==> config.mk <==
export PLATFORM = sky130hd
export DESIGN_NAME = mem_access_unit
export DESIGN_NICKNAME = d
export VERILOG_FILES = /design/src/rtl/mau_pkg.sv /design/src/rtl/mau_lane_align.sv /design/src/rtl/mem_access_unit.sv
export SDC_FILE = /design/constraint.sdc
export NUM_CORES = 1
export LEC_CHECK = 0
export BUFFER_PORTS_ARGS = -buffer_cell sky130_fd_sc_hd__buf_2
export CAP_MARGIN = 10
export CORE_MARGIN = 2
export CORE_UTILIZATION = 47
export CTS_BUF_LIST = sky130_fd_sc_hd__clkbuf_4
export CTS_CLUSTER_SIZE = 20
export DETAILED_ROUTE_END_ITERATION = 8
export PLACE_DENSITY = 0.76
export SLEW_MARGIN = 20
export SYNTH_ARGS = -nofsm -noshare
export SYNTH_HDL_FRONTEND = slang
export SYNTH_SLANG_ARGS = --single-unit
export TNS_END_PERCENT = 30
==> constraint.sdc <==
create_clock -name clk -period 3 [get_ports clk]
set_clock_uncertainty 0.1 [all_clocks]
set_input_delay 0.45 -clock clk [delete_from_list [all_inputs] [get_ports clk]]
set_output_delay 0.45 -clock clk [all_outputs]
set_load 0.005 [all_outputs]
==> src/rtl/mau_pkg.sv <==
// Shared constants, funct3 codes and state encoding for the memory access unit.
package mau_pkg;

  localparam int unsigned DATA_W   = 32;
  localparam int unsigned BE_W     = 4;
  localparam int unsigned FUNCT3_W = 3;

  // Load/store size codes as carried in the instruction funct3 field
  localparam logic [FUNCT3_W-1:0] F3_B  = 3'b000;
  localparam logic [FUNCT3_W-1:0] F3_H  = 3'b001;
  localparam logic [FUNCT3_W-1:0] F3_W  = 3'b010;
  localparam logic [FUNCT3_W-1:0] F3_BU = 3'b100;
  localparam logic [FUNCT3_W-1:0] F3_HU = 3'b101;

  localparam logic [1:0] STATE_IDLE = 2'd0;
  localparam logic [1:0] STATE_REQ  = 2'd1;
  localparam logic [1:0] STATE_DONE = 2'd2;

  typedef enum logic [1:0] {
    ST_IDLE = STATE_IDLE,
    ST_REQ  = STATE_REQ,
    ST_DONE = STATE_DONE
  } state_e;

endpackage

==> src/rtl/mau_lane_align.sv <==
// Byte-lane steering: store enables/data, alignment check and load extraction.
module mau_lane_align
  import mau_pkg::*;
(
  input  logic [1:0]          addr_lo_i,
  input  logic [FUNCT3_W-1:0] funct3_i,
  input  logic                we_i,
  input  logic [DATA_W-1:0]   wdata_i,
  input  logic [DATA_W-1:0]   rdata_i,
  output logic [BE_W-1:0]     be_o,
  output logic [DATA_W-1:0]   wdata_o,
  output logic                misalign_o,
  output logic [DATA_W-1:0]   rdata_o
);

  logic [7:0]  byte_sel;
  logic [15:0] half_sel;
  logic        is_signed;

  // Size comes from funct3[1:0]; funct3[2] selects zero extension on loads
  always_comb begin
    be_o       = 4'b1111;
    wdata_o    = wdata_i;
    misalign_o = 1'b0;
    rdata_o    = rdata_i;
    is_signed  = ~funct3_i[2];
    half_sel   = addr_lo_i[1] ? rdata_i[31:16] : rdata_i[15:0];
    case (addr_lo_i)
      2'd0:    byte_sel = rdata_i[7:0];
      2'd1:    byte_sel = rdata_i[15:8];
      2'd2:    byte_sel = rdata_i[23:16];
      default: byte_sel = rdata_i[31:24];
    endcase

    case (funct3_i[1:0])
      2'b00: begin
        if (we_i) begin
          be_o    = 4'b0001 << addr_lo_i;
          wdata_o = {4{wdata_i[7:0]}};
        end
        rdata_o = {{24{is_signed & byte_sel[7]}}, byte_sel};
      end
      2'b01: begin
        misalign_o = addr_lo_i[0];
        if (we_i) begin
          be_o    = addr_lo_i[1] ? 4'b1100 : 4'b0011;
          wdata_o = {2{wdata_i[15:0]}};
        end
        rdata_o = {{16{is_signed & half_sel[15]}}, half_sel};
      end
      default: begin
        misalign_o = |addr_lo_i;
      end
    endcase
  end

endmodule

==> src/rtl/mem_access_unit.sv <==
// Bridges multicycle FSM memory strobes to a req/ack bus; holds IR and MDR.
module mem_access_unit
  import mau_pkg::*;
#(
  parameter int unsigned TIMEOUT_CYC = 255,
  parameter int unsigned ADDR_W      = 32
) (
  input  logic                clk,
  input  logic                rst,
  input  logic                adr_src_i,
  input  logic [ADDR_W-1:0]   pc_i,
  input  logic [ADDR_W-1:0]   result_i,
  input  logic                mem_rd_i,
  input  logic                mem_wr_i,
  input  logic                ir_write_i,
  input  logic [FUNCT3_W-1:0] funct3_i,
  input  logic [DATA_W-1:0]   wdata_i,
  input  logic                err_clr_i,
  output logic                busy_o,
  output logic                done_o,
  output logic [DATA_W-1:0]   instr_o,
  output logic [DATA_W-1:0]   mdr_o,
  output logic                misalign_o,
  output logic                timeout_o,
  output logic                bus_req_o,
  output logic                bus_we_o,
  output logic [ADDR_W-1:0]   bus_addr_o,
  output logic [BE_W-1:0]     bus_be_o,
  output logic [DATA_W-1:0]   bus_wdata_o,
  input  logic                bus_ack_i,
  input  logic [DATA_W-1:0]   bus_rdata_i
);

  localparam int unsigned CNT_W = $clog2(TIMEOUT_CYC + 2);

  state_e              state_q, state_d;
  logic [1:0]          addr_lo_q, addr_lo_d;
  logic [FUNCT3_W-1:0] f3_q, f3_d;
  logic                we_q, we_d;
  logic                irw_q, irw_d;
  logic [CNT_W-1:0]    cnt_q, cnt_d;
  logic [DATA_W-1:0]   instr_q, instr_d;
  logic [DATA_W-1:0]   mdr_q, mdr_d;
  logic                misalign_q, misalign_d;
  logic                timeout_q, timeout_d;
  logic                done_q, done_d;
  logic                req_q, req_d;
  logic                bus_we_q, bus_we_d;
  logic [ADDR_W-1:0]   bus_addr_q, bus_addr_d;
  logic [BE_W-1:0]     bus_be_q, bus_be_d;
  logic [DATA_W-1:0]   bus_wdata_q, bus_wdata_d;
  logic                leave_req;

  logic [ADDR_W-1:0]   addr_c;
  logic [FUNCT3_W-1:0] f3_c;
  logic                access_c;
  logic                in_idle_c;
  logic [1:0]          la_addr_lo;
  logic [FUNCT3_W-1:0] la_f3;
  logic                la_we;
  logic [BE_W-1:0]     la_be;
  logic [DATA_W-1:0]   la_wdata;
  logic                la_misalign;
  logic [DATA_W-1:0]   la_rdata;

  // Fetches are always full words regardless of funct3
  assign addr_c    = adr_src_i ? result_i : pc_i;
  assign f3_c      = adr_src_i ? funct3_i : F3_W;
  assign access_c  = mem_rd_i | mem_wr_i;
  assign in_idle_c = (state_q == ST_IDLE);

  // Lane logic sees the live request in IDLE, the captured one afterwards
  assign la_addr_lo = in_idle_c ? addr_c[1:0] : addr_lo_q;
  assign la_f3      = in_idle_c ? f3_c : f3_q;
  assign la_we      = in_idle_c ? mem_wr_i : we_q;

  mau_lane_align u_lane_align (
    .addr_lo_i  (la_addr_lo),
    .funct3_i   (la_f3),
    .we_i       (la_we),
    .wdata_i    (wdata_i),
    .rdata_i    (bus_rdata_i),
    .be_o       (la_be),
    .wdata_o    (la_wdata),
    .misalign_o (la_misalign),
    .rdata_o    (la_rdata)
  );

  // Next-state, capture and bus-control logic
  always_comb begin
    state_d     = state_q;
    addr_lo_d   = addr_lo_q;
    f3_d        = f3_q;
    we_d        = we_q;
    irw_d       = irw_q;
    cnt_d       = cnt_q;
    instr_d     = instr_q;
    mdr_d       = mdr_q;
    misalign_d  = misalign_q;
    timeout_d   = timeout_q;
    done_d      = 1'b0;
    req_d       = req_q;
    bus_we_d    = bus_we_q;
    bus_addr_d  = bus_addr_q;
    bus_be_d    = bus_be_q;
    bus_wdata_d = bus_wdata_q;
    busy_o      = 1'b0;
    leave_req   = 1'b0;

    // Clear first so an error setting this cycle wins
    if (err_clr_i) begin
      misalign_d = 1'b0;
      timeout_d  = 1'b0;
    end

    case (state_q)
      ST_IDLE: begin
        busy_o = access_c;
        if (access_c) begin
          addr_lo_d = addr_c[1:0];
          f3_d      = f3_c;
          we_d      = mem_wr_i;
          irw_d     = ir_write_i;
          cnt_d     = '0;
          if (la_misalign) begin
            misalign_d = 1'b1;
            done_d     = 1'b1;
            state_d    = ST_DONE;
            if (!mem_wr_i) begin
              if (ir_write_i) instr_d = '0;
              else            mdr_d   = '0;
            end
          end else begin
            state_d     = ST_REQ;
            req_d       = 1'b1;
            bus_we_d    = mem_wr_i;
            bus_addr_d  = {addr_c[ADDR_W-1:2], 2'b00};
            bus_be_d    = la_be;
            bus_wdata_d = mem_wr_i ? la_wdata : '0;
          end
        end
      end
      ST_REQ: begin
        busy_o = 1'b1;
        cnt_d  = cnt_q + CNT_W'(1);
        if (bus_ack_i) begin
          leave_req = 1'b1;
          if (!we_q) begin
            if (irw_q) instr_d = bus_rdata_i;
            else       mdr_d   = la_rdata;
          end
        end else if ((TIMEOUT_CYC != 32'd0) &&
                     (cnt_q == CNT_W'(TIMEOUT_CYC - 32'd1))) begin
          leave_req = 1'b1;
          timeout_d = 1'b1;
          if (!we_q) begin
            if (irw_q) instr_d = '0;
            else       mdr_d   = '0;
          end
        end
      end
      ST_DONE: begin
        state_d = ST_IDLE;
      end
      default: begin
        state_d = ST_IDLE;
      end
    endcase

    if (leave_req) begin
      state_d     = ST_DONE;
      done_d      = 1'b1;
      req_d       = 1'b0;
      bus_we_d    = 1'b0;
      bus_addr_d  = '0;
      bus_be_d    = '0;
      bus_wdata_d = '0;
    end
  end

  // State and output registers; reset drops the bus request immediately
  always_ff @(posedge clk or negedge rst) begin
    if (!rst) begin
      state_q     <= ST_IDLE;
      addr_lo_q   <= '0;
      f3_q        <= '0;
      we_q        <= 1'b0;
      irw_q       <= 1'b0;
      cnt_q       <= '0;
      instr_q     <= '0;
      mdr_q       <= '0;
      misalign_q  <= 1'b0;
      timeout_q   <= 1'b0;
      done_q      <= 1'b0;
      req_q       <= 1'b0;
      bus_we_q    <= 1'b0;
      bus_addr_q  <= '0;
      bus_be_q    <= '0;
      bus_wdata_q <= '0;
    end else begin
      state_q     <= state_d;
      addr_lo_q   <= addr_lo_d;
      f3_q        <= f3_d;
      we_q        <= we_d;
      irw_q       <= irw_d;
      cnt_q       <= cnt_d;
      instr_q     <= instr_d;
      mdr_q       <= mdr_d;
      misalign_q  <= misalign_d;
      timeout_q   <= timeout_d;
      done_q      <= done_d;
      req_q       <= req_d;
      bus_we_q    <= bus_we_d;
      bus_addr_q  <= bus_addr_d;
      bus_be_q    <= bus_be_d;
      bus_wdata_q <= bus_wdata_d;
    end
  end

  assign done_o      = done_q;
  assign instr_o     = instr_q;
  assign mdr_o       = mdr_q;
  assign misalign_o  = misalign_q;
  assign timeout_o   = timeout_q;
  assign bus_req_o   = req_q;
  assign bus_we_o    = bus_we_q;
  assign bus_addr_o  = bus_addr_q;
  assign bus_be_o    = bus_be_q;
  assign bus_wdata_o = bus_wdata_q;

endmodule

Word level (Yosys, flattened, before mapping)
Cells that the tools add are included. W data, S select, Z words.

Register bits after elaboration: 155. Bits in latches: 0. Memory bits (writable): 0. Bits in read-only memories: 0. Input bits: 139. Output and inout port bits: 138. Logic and storage cells: 133. Memories kept: 0.

Add/subtract/negate cells: 1. Multipliers: 0. Divide/modulo/power cells: 0. Order comparisons: 0. Eq/ne operators: 17. Shifts and indexed selects: 1. Muxes and demuxes: 81. Bitwise operators: 4. Reduce and logical (&&, ||, !) cells: 13.

Operators by type and width (number): $mux W32 (32); $pmux W32 S2 (4); $mux W4 (7); $mux W1 (24); $pmux W8 S3 (1); $ne A2 B2 Y1 const B (9); $pmux W9 S2 (1); $mux W16 (1); $reduce_and A8 Y1 (2); $add A9 B1 Y9 const B (1); $eq A9 B8 Y1 const B (1); $mux W9 (1); $mux W2 (4); $pmux W4 S2 (1); $eq A2 B1 Y1 const B (3); $logic_not A2 Y1 (3); $mux W3 (2); $ne A3 B3 Y1 const B (2); $reduce_and A2 Y1 (3); $reduce_bool A2 Y1 (3); $pmux W1 S2 (2); $pmux W2 S2 (1); $shl A1 B2 Y4 const A (1); $reduce_and A3 Y1 (1); other kinds (6) (7).

Logic depth before layout (Yosys ltp)
Gate-level depths: netlist of the first run.

Depth in word-level cells: 10. Depth in mapped cells: 10. Depth with buffers taken out: 7.

By module
A second synthesis of the first run with hierarchy kept.

Cells, all modules: 842. Area, all modules: 8165.3 µm².

Modules (own cells, without submodules): mem_access_unit (times used 1, cells an instance 628, area an instance 6815.3 µm², sequential area each 3828.7 µm²); mau_lane_align (times used 1, cells an instance 214, area an instance 1350.0 µm², sequential area each 0.0 µm²).

Worst setup path after synthesis of the first run
OpenSTA, ideal clock, no wires.

Kind: input -> register. Start: in adr_src_i. End: reg mdr_q[21], in the netlist mdr_o[21]. Setup time: 0.121 ns. Arrival time: 2.192 ns. Data required time: 2.779 ns. Path slack: 0.587 ns. Stages on the path: 8. Buffers on the path: 3. Path through: buf_2 buf_2 mux2_2 o21ai_0 o21ai_0 o221ai_2 buf_6 o2bb2ai_1.

Longest elaborated chain between the ends: 10. Elaborated cells between the ends (all ways): 23. Those cells by class: eq/ne: 4; mux: 12; bitwise: 3; reduce/logical: 4.

Ends and longest elaborated chain: start: declaration (line mem_access_unit.sv:10) `input logic adr_src_i,`; $mux W32 (line mem_access_unit.sv:67) `assign addr_c = adr_src_i ? result_i : pc_i;`; $mux W2 (line mem_access_unit.sv:73) `assign la_addr_lo = in_idle_c ? addr_c[1:0] : addr_lo_q;`; $eq A2 B2 Y1 (tied with other cells) (line mau_lane_align.sv:28) `case (addr_lo_i)`; $pmux W8 S3 (line mau_lane_align.sv:28); $and A1 B1 Y1 (line mau_lane_align.sv:41) `rdata_o = {{24{is_signed & byte_sel[7]}}, byte_sel};`; $pmux W32 S2 (line mau_lane_align.sv:35) `case (funct3_i[1:0])`; $mux W32 (line mem_access_unit.sv:149) `if (irw_q) instr_d = bus_rdata_i;`; $mux W32 (line mem_access_unit.sv:148) `if (!we_q) begin`; $mux W32 (line mem_access_unit.sv:146) `if (bus_ack_i) begin`; $pmux W32 S2 (line mem_access_unit.sv:116) `case (state_q)`; end signal: assignment (line mem_access_unit.sv:208) `mdr_q <= mdr_d;`; end: declaration (line mem_access_unit.sv:43) `logic [DATA_W-1:0] mdr_q, mdr_d;`.

Parallel ways exist; a longest one is shown, timed or not. The select of a mux whose other input is x is not followed. A chain may end at the register's enable or synchronous reset.

Worst setup path after layout of the first run
Start: reg state_q[1]. End: reg bus_addr_q[15], in the netlist bus_addr_o[15].

Longest elaborated chain between the ends: 6. Elaborated cells between the ends (all ways): 14. Those cells by class: eq/ne: 3; mux: 5; reduce/logical: 6.

Ends and longest elaborated chain: start: declaration (line mem_access_unit.sv:36) `state_e state_q, state_d;`; start signal: assignment (line mem_access_unit.sv:201) `state_q <= state_d;`; $logic_not A2 Y1 (line mem_access_unit.sv:70, mem_access_unit.sv:116); $mux W3 or $mux W2 (tied branches) (line mem_access_unit.sv:74, mem_access_unit.sv:73); $eq A2 B1 Y1 (tied with other cells) (line mau_lane_align.sv:35); $pmux W1 S2 (line mau_lane_align.sv:35); $ne A2 B2 Y1 (no source line); $reduce_and A3 Y1 (no source line); end signal: assignment (line mem_access_unit.sv:214) `bus_addr_q <= bus_addr_d;`; end: declaration (line mem_access_unit.sv:49) `logic [ADDR_W-1:0] bus_addr_q, bus_addr_d;`.

Parallel ways exist; a longest one is shown, timed or not.

==> results of run 1 <==
## cell usage in the layout, fill, tap and decap left out, types with 5 or more instances in the layout
cell type,count
sky130_fd_sc_hd__buf_4,30
sky130_fd_sc_hd__inv_1,25
sky130_fd_sc_hd__o2bb2ai_1,33
sky130_fd_sc_hd__o211ai_1,6
sky130_fd_sc_hd__and3_1,11
sky130_fd_sc_hd__dfrtp_1,153
sky130_fd_sc_hd__o221ai_1,8
sky130_fd_sc_hd__o21ai_1,5
sky130_fd_sc_hd__a21boi_0,9
sky130_fd_sc_hd__nand4_1,5
sky130_fd_sc_hd__a21o_1,9
sky130_fd_sc_hd__mux2i_1,82
sky130_fd_sc_hd__a22oi_1,33
sky130_fd_sc_hd__nor2_1,26
sky130_fd_sc_hd__a31oi_1,13
sky130_fd_sc_hd__o2111ai_1,7
sky130_fd_sc_hd__clkbuf_4,17
sky130_fd_sc_hd__nand3_1,25
sky130_fd_sc_hd__o21ai_0,66
sky130_fd_sc_hd__a21oi_1,21
sky130_fd_sc_hd__buf_2,273
sky130_fd_sc_hd__bufinv_16,6
sky130_fd_sc_hd__nand2_1,112
sky130_fd_sc_hd__a22o_1,16
## registers in the layout (all words and copies together) (netlist names), 2 cells and up
| register | count |
|---|---|
| f3_q | 3 |
| mdr_o | 32 |
| bus_be_o | 4 |
| addr_lo_q | 2 |
| bus_wdata_o | 32 |
| state_q | 2 |
| cnt_q | 9 |
| instr_o | 32 |
| bus_addr_o | 30 |
## per-stage QoR
step / std cells / setup slack, ns / hold WS, ns
finish: 1287 / 0.268 / 0.0328
global route: 1287 / 0.103 / 0.0131
CTS: 1285 / 0.159 / 0.00232
detailed placement: 1250 / 0.185 / 0.365
global placement: 1250 / 0.248 / 0.359
floorplan: 779 / 0.587 / 0.0544
## worst max-delay path, delay by kind of cell, from the launching register on
kind                   cells  cell delay [ns]
AO/OA/AOI/OAI              2             0.52
buffers and inverters      1             0.20
flip-flops                 1             0.57
multiplexers               1             0.26
AND/OR/NAND/NOR            2             0.99
## kinds of logic (layout without fill, tap and decap cells)
kind of cell | count (synthesis) | after routing | synth area share, %
other | 1 | 4 | 0.0478
muxes | 83 | 83 | 10.6
and+or+nand+nor | 206 | 206 | 12.2
AOI/OAI and AO/OA | 250 | 250 | 22.7
buffers and inverters | 81 | 367 | 5.17
DFF | 153 | 153 | 48.8
xor gates and xnor gates | 2 | 2 | 0.223
adders and majority gates | 2 | 2 | 0.319
## cell usage after synthesis (11+ instances only)
cell type                   count
sky130_fd_sc_hd__a21oi_1       21
sky130_fd_sc_hd__a22o_1        16
sky130_fd_sc_hd__a22oi_1       33
sky130_fd_sc_hd__a31oi_1       13
sky130_fd_sc_hd__and3_1        11
sky130_fd_sc_hd__clkbuf_1      32
sky130_fd_sc_hd__dfrtp_1      153
sky130_fd_sc_hd__inv_1         25
sky130_fd_sc_hd__mux2i_1       82
sky130_fd_sc_hd__nand2_1      112
sky130_fd_sc_hd__nand3_1       25
sky130_fd_sc_hd__nor2_1        27
sky130_fd_sc_hd__o21ai_0       67
sky130_fd_sc_hd__o2bb2ai_1     33
## report_power, final
part           leakage, uW  switching, uW  internal, uW  total [uW]
Combinational      0.00299           2570          2010        4580
Clock             0.000197            792           834        1630
Sequential         0.00193            581          2940        3530
## per-layer routing
layer | track usage [%] | up-vias | share of wire [%]
li1 | - | 3405 | -
met1 | 35.2 | 3427 | 43
met2 | 42.9 | 322 | 46
met5 | 0 | - | 0
met4 | 10.5 | 0 | 2.7
met3 | 7.12 | 50 | 7.6
## what timing repair did
action | CTS | global route
hold endpoints to repair | 66 | 0
endpoints found under the setup margin | 0 | 16
gates resized for setup | 0 | 1
hold buffers | 3 | 0
## final timing paths
check                                       startpoint                    endpoint  slack, ns
worst max register to register  state_q[1]$_DFFE_PN0P_  bus_addr_o[15]$_DFFE_PN0P_       0.27
worst min register to register    bus_we_o$_DFFE_PN0P_        bus_we_o$_DFFE_PN0P_       0.39
worst max-delay path            state_q[1]$_DFFE_PN0P_  bus_addr_o[15]$_DFFE_PN0P_       0.27
worst min-delay path                    bus_rdata_i[3]      instr_o[3]$_DFFE_PN0P_       0.03
max in group asynchronous                          rst    addr_lo_q[0]$_DFFE_PN0P_       1.75
min in group asynchronous                          rst     instr_o[30]$_DFFE_PN0P_       0.33
## cell type report
class / count / share of cell area [%]
clock buffers: 17 / 1.29
repair buffers: 310 / 17.1
multi-input cells: 545 / 36.7
well taps: 220 / 2.78
inverters: 25 / 0.948
diodes: 2 / 0.0505
flip-flops and latches: 153 / 38.7
clock inverters: 15 / 2.49
==> implementation parameters, run 1 <==
Parameter                              Value

CTS
  TritonCTS clock tree    done
  Number of setup buffers added after CTS    0
  Clock Path Buffers    2
  Clock tree root driver cell    sky130_fd_sc_hd__clkbuf_4
  Clock buffers created by TritonCTS    17
  Reg clk slew, reported paths    0.13 ns
  Count of clock tree sinks    153
  Clock latency reported for the late side of the worst-skew pair    0.57 ns
  Max H-tree Level    4

Synthesis
  Number of flops mapped to enable cells by yosys    0
  Unique cell type count in the Yosys netlist    65
  Synth Warn #    0
  Cell types occupying the most area after synthesis    sky130_fd_sc_hd__dfrtp_1 (49%), sky130_fd_sc_hd__mux2i_1 (10%), sky130_fd_sc_hd__nand2_1 (5.4%), sky130_fd_sc_hd__o21ai_0 (4.3%), sky130_fd_sc_hd__o2bb2ai_1 (3.7%)
  Share of the synthesized area in the top cell type    48.8%
  Most area-hungry cell type in the Yosys netlist    sky130_fd_sc_hd__dfrtp_1
  Mean Syn Cell Area    10.1 um^2
  Post-synth ARST share    100%
  Post-synthesis cell area    7850 um^2
  Seq/Total Area, Yosys    48.8%
  Most instantiated flip-flop cell in the synthesis netlist    sky130_fd_sc_hd__dfrtp_1
  Synthesized netlist cell count    778
  Flip-flop and latch count after synthesis    153

Setup path
  Max stage delay cell, worst path    sky130_fd_sc_hd__dfrtp_1
  WS Path Type    reg2reg
  Ordered cell list for the critical path    or2_2, o21ai_1, buf_4, o22ai_4, nand2_4, mux2i_1
  Worst reg2reg path depth    6
  Slowest cell delay on critical path    0.57 ns
  Endpoint required time on the critical path    3.39 ns
  Crit. End Element    flop
  Max Fanout on Critical Path    36
  Arrival @ worst endpoint    3.12 ns
  Critical Path Source Type    flop

Placed design
  HPWL reported at the end of detailed placement    17200 um
  Buffers on Ports    274
  Final Wtd Congestion    0.898
  Placed instance area    9490 um^2

Hold path
  Type of the worst min-delay path    in2reg
  Worst hold path depth    3

Cells and area
  Number of nets in the final layout    1193
  Area used by multi-input combinational logic    3630 um^2
  Sequential cell area    3830 um^2
  Layout-stage area growth over the synthesis result    26.1%
  Post-route core utilization    60.1%
  Final design area excluding fillers    9900 um^2
  Filler instances    1452
  Share of final-layout standard cells stronger than drive strength 1    33.9%

Floorplan
  I/O pin cnt    277
  Die outline area    17700 um^2
  Standard-cell rows    47
  Vertical die dimension    133 um
  Initial core utilization    47.7%
  Width of the die    133 um
  Total core area    16500 um^2

Timing
  Setup TNS    0 ns
  RSZ-0062 raised after global routing    no
  Max Clock Freq    0.366 GHz
  Total count of max-transition violations in the final report    0
  Worst-Margin Slew    0.667 ns
  Number of failing setup endpoints in the final timing report    0
  Headroom to the max-slew limit    55.4%
  Number of hold violations in the final report    0
  Min Clock Period, post-route    2.73 ns
  Final period utilization    91.1%

Pwr
  Ratio of total power to cell area    983 nW/um^2
  Cell leakage power    0.00512 uW
  Highest ir drop seen on vdd    0.413 mV
  Total power    9730 uW

Global routing
  Number of global-route vias before repair    7130
  First-pass GRT wire length    37500 um
  GRT Resource Usage Total    26.9%
  Initial antenna violation count    2
  Pin count of the biggest net entering global routing    67
  Remaining Overflow, GRT    0

Status
  Result of the run    complete, no violations

Flow run
  Max Cap Viol    0

Detailed routing
  Count of antenna-violating nets left after detailed routing    0
  Iter 0 DRT Violations    554
  Via/cell ratio    5.60
  Number of DRC violations after detailed routing    0
  Wirelength, routed    23500 um
  Vias after detailed routing    7204
  Routed wire per std cell    18.2 um
  Router iterations before antenna repair    5
Power figures use the tool's default switching activity.
==> inputs of run 2 (changes only) <==
--- a/config.mk
+++ b/config.mk
@@ -5,8 +5,10 @@
 export SDC_FILE = /design/constraint.sdc
 export NUM_CORES = 1
 export LEC_CHECK = 0
+export ABC_AREA = 1
 export BUFFER_PORTS_ARGS = -buffer_cell sky130_fd_sc_hd__buf_2
 export CAP_MARGIN = 10
+export CORE_ASPECT_RATIO = 1.2
 export CORE_MARGIN = 2
 export CORE_UTILIZATION = 47
 export CTS_BUF_LIST = sky130_fd_sc_hd__clkbuf_4
==> implementation parameters, run 2 <==
Parameter                              Value

Global routing
  Number of global-route vias before repair    7281 (+2.1%)
  Remaining Overflow, GRT    0 (unchanged)
  Pin count of the biggest net entering global routing    65 (-3.0%)
  First-pass GRT wire length    38100 um (+1.7%)
  Initial antenna violation count    3 (+1)
  GRT Resource Usage Total    27.4% (+0.51 points)

Timing
  RSZ-0062 raised after global routing    no
  Max Clock Freq    0.410 GHz (+12%)
  Final period utilization    81.4% (-9.7 points)
  Number of failing setup endpoints in the final timing report    0 (unchanged)
  Worst hold-check slack    0.0598 ns (+0.0270 ns)
  Setup TNS    0 ns (unchanged)
  Headroom to the max-slew limit    57.5% (+2.1 points)
  Total count of max-transition violations in the final report    0 (unchanged)
  Final worst slack    0.558 ns (+0.291 ns)
  Worst-Margin Slew    0.638 ns (-0.0293 ns)
  Number of hold violations in the final report    0 (unchanged)
  Min Clock Period, post-route    2.44 ns (-0.291 ns)

Floorplan
  Initial core utilization    48.1% (+0.47 points)
  Die outline area    17800 um^2 (+0.21%)
  Width of the die    122 um (-8.4%)
  Standard-cell rows    51 (+8.5%)
  Total core area    16300 um^2 (-0.79%)
  Vertical die dimension    146 um (+9.4%)
  I/O pin cnt    277 (unchanged)

Hold path
  Type of the worst min-delay path    in2reg

Detailed routing
  Router iterations before antenna repair    5 (unchanged)
  Wirelength, routed    24400 um (+3.8%)
  Iter 0 DRT Violations    691 (+25%)
  Routed wire per std cell    16.2 um (-11%)
  Vias after detailed routing    7816 (+8.5%)
  Via/cell ratio    5.21 (-6.9%)
  Count of antenna-violating nets left after detailed routing    0 (unchanged)
  Number of DRC violations after detailed routing    0 (unchanged)

Synthesis
  Most common library cells after synthesis    sky130_fd_sc_hd__nand2_1 (317), sky130_fd_sc_hd__dfrtp_1 (153), sky130_fd_sc_hd__nand3_1 (103)
  Seq/Total Area, Yosys    48.7% (-0.093 points)
  Most area-hungry cell type in the Yosys netlist    sky130_fd_sc_hd__dfrtp_1
  Synthesized netlist cell count    1009 (+30%)
  Number of flops mapped to enable cells by yosys    0 (unchanged)
  Most instantiated flip-flop cell in the synthesis netlist    sky130_fd_sc_hd__dfrtp_1
  Unique cell type count in the Yosys netlist    36 (-45%)
  Most common cell in the synthesized netlist    sky130_fd_sc_hd__nand2_1
  Post-synthesis cell area    7860 um^2 (+0.19%)
  Post-synth ARST share    100% (unchanged)
  Flip-flop and latch count after synthesis    153 (unchanged)
  Synth Warn #    0 (unchanged)
  Mean Syn Cell Area    7.79 um^2 (-23%)
  Share of the synthesized area in the top cell type    48.7% (-0.093 points)
  Cell types occupying the most area after synthesis    sky130_fd_sc_hd__dfrtp_1 (49%), sky130_fd_sc_hd__nand2_1 (15%), sky130_fd_sc_hd__nand3_1 (6.6%), sky130_fd_sc_hd__o21ai_1 (5.3%), sky130_fd_sc_hd__nor2_1 (4.0%)

Placed design
  Buffers on Ports    274 (unchanged)
  HPWL reported at the end of detailed placement    18100 um (+5.5%)
  Final Wtd Congestion    0.909 (+1.2%)
  Post-placement setup slack    0.588 ns (+0.404 ns)
  Placed instance area    9420 um^2 (-0.73%)

Cells and area
  Number of nets in the final layout    1414 (+19%)
  Most common cell after layout, fill and taps aside    sky130_fd_sc_hd__nand2_1
  Share of final-layout standard cells stronger than drive strength 1    28.1% (-5.8 points)
  Layout-stage area growth over the synthesis result    25.1%
  Most frequent cells in the layout    sky130_fd_sc_hd__nand2_1 (316), sky130_fd_sc_hd__buf_2 (273), sky130_fd_sc_hd__dfrtp_1 (153)
  Filler instances    1531 (+5.4%)
  Final design area excluding fillers    9840 um^2 (-0.62%)

CTS
  Count of clock tree sinks    153 (unchanged)
  Reg clk slew, reported paths    0.13 ns (about the same)
  Clock latency reported for the late side of the worst-skew pair    0.55 ns (-0.02 ns)
  Clock Path Buffers    2 (unchanged)
  Max H-tree Level    4 (unchanged)
  TritonCTS clock tree    done
  Post-cts resize count    0 (unchanged)
  Clock buffers created by TritonCTS    17 (unchanged)
  Clock tree root driver cell    sky130_fd_sc_hd__clkbuf_4

Setup path
  Crit. End Element    primary output
  Max Fanout on Critical Path    15 (-58%)
  Endpoint required time on the critical path    2.45 ns (-0.94 ns)
  Critical Path Source Type    flop
  Arrival @ worst endpoint    1.89 ns (-1.23 ns)
  Setup slack of the most critical reg-to-reg path    0.60 ns (+0.33 ns)
  Capture point of the critical path    busy_o
  Worst reg2reg path depth    10 (+4)
  Worst setup path startpoint    state_q[1]$_DFFE_PN0P_
  WS Path Type    reg2out
  Endpoint of the worst register-to-register path    instr_o[31]$_DFFE_PN0P_
  Worst R2R Start    state_q[1]$_DFFE_PN0P_

Pwr
  Highest ir drop seen on vdd    0.448 mV (+8.4%)
  Cell leakage power    0.00544 uW (+6.3%)
  Total power    9960 uW (+2.4%)
  Ratio of total power to cell area    1010 nW/um^2 (+3.0%)

Status
  Result of the run    complete, no violations

Flow run
  Max Cap Viol    0 (unchanged)
run 2: changes by cell type in the layout (fill, tap and decap cells not counted), sizes merged, moves of 28 or more:
cell,change
mux2i,-51
nand2,+216
a22oi,-34
o21ai,+69
inv,+28
nand3,+79
o2bb2ai,-33
nor2,+59
run 2: kinds of logic after synthesis:
family	Yosys count	synth area share (%)
AOI/OAI and AO/OA	171	11.4
adders and majority gates	2	0.318
buffers and inverters	115	6.83
DFF	153	48.7
muxes	31	3.95
other	1	0.0477
and+or+nand+nor	536	28.8
run 2: through the flow:
step	std cells	util (%)
after floorplan	1010	-
after global placement	1461	57.6
after detailed placement	1461	57.6
after CTS	1497	60.2
after global routing	1500	60.2
final	1500	60.2
run 2: cell type report:
type	instances	area (um^2)	share of cell area (%)
multi-input combinational	742	3510	35.6
timing repair buffer	302	1650	16.8
clock buffer	19	143	1.45
sequential	153	3830	38.9
antenna	3	7.51	0.0763
tap	212	265	2.70
inverter	57	215	2.19
clock inverter	12	223	2.26
run 2: per-layer routing:
metal  GRT usage [%]  share of wire [%]
met1            35.3                 40
met2            43.9                 47
met3            6.15                8.5
met4            12.4                4.0
met5               0                  0
run 2: worst min-delay path by stage:
stage,from,endpoint,slack [ns],cells past startpoint
2_1_floorplan,rst,addr_lo_q[0]$_DFFE_PN0P_,0.05,0
3_3_place_gp,misalign_o$_DFF_PN0_,misalign_o$_DFF_PN0_,0.36,2
3_5_place_dp,mdr_o[14]$_DFFE_PN0P_,mdr_o[14]$_DFFE_PN0P_,0.37,2
4_1_cts,bus_rdata_i[28],instr_o[28]$_DFFE_PN0P_,0.008,3
5_1_grt,bus_rdata_i[10],instr_o[10]$_DFFE_PN0P_,0.02,3
6_report,bus_rdata_i[26],instr_o[26]$_DFFE_PN0P_,0.06,3
run 2: power breakdown:
part	total, uW	switching [uW]	internal [uW]
clock network	1580	737	844
registers	3370	458	2910
logic	5010	3210	1800
run 2: repair_timing:
item,in CTS,in global routing
endpoints found under the hold margin,61,0
setup buffers,0,0
hold buffers,5,0
setup endpoints to repair,0,0
run 2: worst max-delay path: stages (launching register included):
cell and delay, ns:
sky130_fd_sc_hd__dfrtp_1 0.47, sky130_fd_sc_hd__nor2_4 0.30, sky130_fd_sc_hd__nand2_2 0.26, sky130_fd_sc_hd__nand2_2 0.19
sky130_fd_sc_hd__buf_2 0.13
==> inputs of run 3 (changes only) <==
==> constraint.sdc (replaced) <==
create_clock -name clk -period 2.4 [get_ports clk]
set_clock_uncertainty 0.1 [all_clocks]
set_input_delay 0.36 -clock clk [delete_from_list [all_inputs] [get_ports clk]]
set_output_delay 0.36 -clock clk [all_outputs]
set_load 0.005 [all_outputs]
==> implementation parameters, run 3 (same netlist as run 2, synthesis figures left out) <==
Parameter                              Value

Setup path
  Arrival @ worst endpoint    2.63 ns (+0.74 ns)
  Endpoint required time on the critical path    2.77 ns (+0.32 ns)
  Max stage delay cell, worst path    sky130_fd_sc_hd__dfrtp_1
  WS Path Type    reg2reg
  Critical Path Source Type    flop
  Ordered cell list for the critical path    nor2_4, o21ai_1, nand2_2, buf_6, nand2_1, nand2_2, nor2_4, inv_2, buf_16, nand3_1, o21ai_1
  Total buffers and inverters traversed by the critical path    3 (+2)
  Cell family with most CP delay    simple AND/OR/NAND/NOR gates
  Crit. End Element    flop
  Max Fanout on Critical Path    40 (+25)
  Slowest cell delay on critical path    0.48 ns (about the same)

Floorplan
  Total core area    16300 um^2 (unchanged)
  Die outline area    17800 um^2 (unchanged)
  Standard-cell rows    51 (unchanged)
  Vertical die dimension    146 um (unchanged)
  Initial core utilization    48.1% (unchanged)
  Width of the die    122 um (unchanged)
  I/O pin cnt    277 (unchanged)

Detailed routing
  Top metal layer carrying routed signals    met4
  Iter 0 DRT Violations    962 (+39%)
  Number of DRC violations after detailed routing    0 (unchanged)
  DRT met1 WL    11100 um (+14%)
  Vias after detailed routing    8782 (+12%)
  Count of antenna-violating nets left after detailed routing    0 (unchanged)
  Met2 routed WL    14000 um (+21%)
  Met3 wirelength from detailed routing    2520 um (+22%)
  Via/cell ratio    5.43 (+4.3%)
  Wirelength, routed    29400 um (+21%)
  Router iterations before antenna repair    6 (+1)
  Routed wire per std cell    18.2 um (+12%)

Global routing
  Pin count of the biggest net entering global routing    81 (+25%)
  Remaining Overflow, GRT    0 (unchanged)
  First-pass GRT wire length    45500 um (+19%)
  Number of global-route vias before repair    8613 (+18%)
  Initial antenna violation count    5 (+2)
  GRT Resource Usage Total    33.0% (+5.7 points)

Timing
  Total count of max-transition violations in the final report    0 (unchanged)
  Setup TNS    0 ns (unchanged)
  Number of failing setup endpoints in the final timing report    0 (unchanged)
  Final period utilization    94.2%
  Number of hold violations in the final report    0 (unchanged)
  Max Clock Freq    0.442 GHz
  Worst-Margin Slew    0.677 ns (+0.0387 ns)
  RSZ-0062 raised after global routing    yes
  Min Clock Period, post-route    2.26 ns
  Headroom to the max-slew limit    54.8% (-2.6 points)

Placed design
  Placed instance area    9440 um^2 (+0.27%)
  Buffers on Ports    274 (unchanged)
  Placed cell count    1461 (unchanged)
  Final Wtd Congestion    0.941 (+3.6%)
  HPWL reported at the end of detailed placement    18100 um (about the same)

Cells and area
  Layout-stage area growth over the synthesis result    40.1%
  Post-route core utilization    67.4% (+7.2 points)
  Most common cell after layout, fill and taps aside    sky130_fd_sc_hd__nand2_1
  Non-Filler Instances    1616 (+7.7%)
  Share of final-layout standard cells stronger than drive strength 1    26.3% (-1.8 points)
  Filler instances    1334 (-13%)
  Number of nets in the final layout    1527 (+8.0%)
  Most frequent cells in the layout    sky130_fd_sc_hd__nand2_1 (316), sky130_fd_sc_hd__buf_2 (273), sky130_fd_sc_hd__dfrtp_1 (153)
  Final design area excluding fillers    11000 um^2 (+12%)

CTS
  Count of clock tree sinks    153 (unchanged)
  TritonCTS clock tree    done
  Clock latency reported for the late side of the worst-skew pair    0.56 ns (about the same)
  Clock buffers created by TritonCTS    17 (unchanged)
  Max H-tree Level    4 (unchanged)
  Clock tree root driver cell    sky130_fd_sc_hd__clkbuf_4
  Reg clk slew, reported paths    0.13 ns (about the same)
  Clock Path Buffers    2 (unchanged)

Pwr
  Cell leakage power    0.00594 uW (+9.1%)
  Ratio of total power to cell area    1180 nW/um^2 (+17%)
  Highest ir drop seen on vdd    0.655 mV (+46%)

Hold path
  Type of the worst min-delay path    in2reg

Flow run
  Max Cap Viol    0 (unchanged)

Status
  Result of the run    complete, no violations
## run 3: final cells by class
class	count	area [um^2]	area share (%)
clock inverter	12	198	1.79
multi-input combinational	742	3520	31.9
tap	212	265	2.41
antenna	5	12.5	0.114
inverter	57	215	1.95
clock buffer	20	150	1.36
sequential	153	3830	34.7
timing repair buffer	415	2830	25.7
## run 3: final timing paths
| kind | end | startpoint | cells past startpoint | slack [ns] |
|---|---|---|---|---|
| max | bus_addr_o[30]$_DFFE_PN0P_ | state_q[1]$_DFFE_PN0P_ | 11 | 0.14 |
| min | bus_wdata_o[7]$_DFFE_PN0P_ | wdata_i[7] | 3 | 0.04 |
| max reg2reg | bus_addr_o[30]$_DFFE_PN0P_ | state_q[1]$_DFFE_PN0P_ | 11 | 0.14 |
| min reg2reg | misalign_o$_DFF_PN0_ | misalign_o$_DFF_PN0_ | 2 | 0.39 |
| max in group asynchronous | mdr_o[18]$_DFFE_PN0P_ | rst | 3 | 1.29 |
| min in group asynchronous | misalign_o$_DFF_PN0_ | rst | 2 | 0.20 |
## run 3: per-stage QoR
step	total power, uW	hold slack, ns	setup slack, ns
6_report	13000	0.0437	0.139
5_1_grt	14000	0.00969	-0.00104
4_1_cts	12700	0.00375	0.0524
3_5_place_dp	10600	0.235	0.0395
3_3_place_gp	10400	0.238	0.0509
2_1_floorplan	8280	-0.0356	0.590
## run 3: report_power, final
group          total (uW)  switching, uW  leakage [uW]  internal (uW)
sequential           4270            632       0.00203           3640
combinational        6860           4320       0.00372           2550
clock                1910            942      0.000185            965
## run 3: metal layers
| layer | vias to the layer above | global-route usage (%) |
|---|---|---|
| met5 | - | 0 |
| met4 | 0 | 20.9 |
| met3 | 151 | 7.84 |
| met2 | 526 | 51.6 |
| met1 | 4050 | 40.9 |
| li1 | 4055 | - |
## run 3: repair_timing
action | in CTS | in global routing
endpoints found under the hold margin | 135 | 0
hold buffers | 114 | 0
setup endpoints to repair | 1 | 46
setup buffers | 3 | 0
pin swaps | 1 | 1
gates cloned | 0 | 1
gates resized for setup | 0 | 5
## run 3: worst min-delay path, delay by kind of cell
family,cells,cell delay [ns]
compound gates,1,0.10
buf+inv,2,0.21
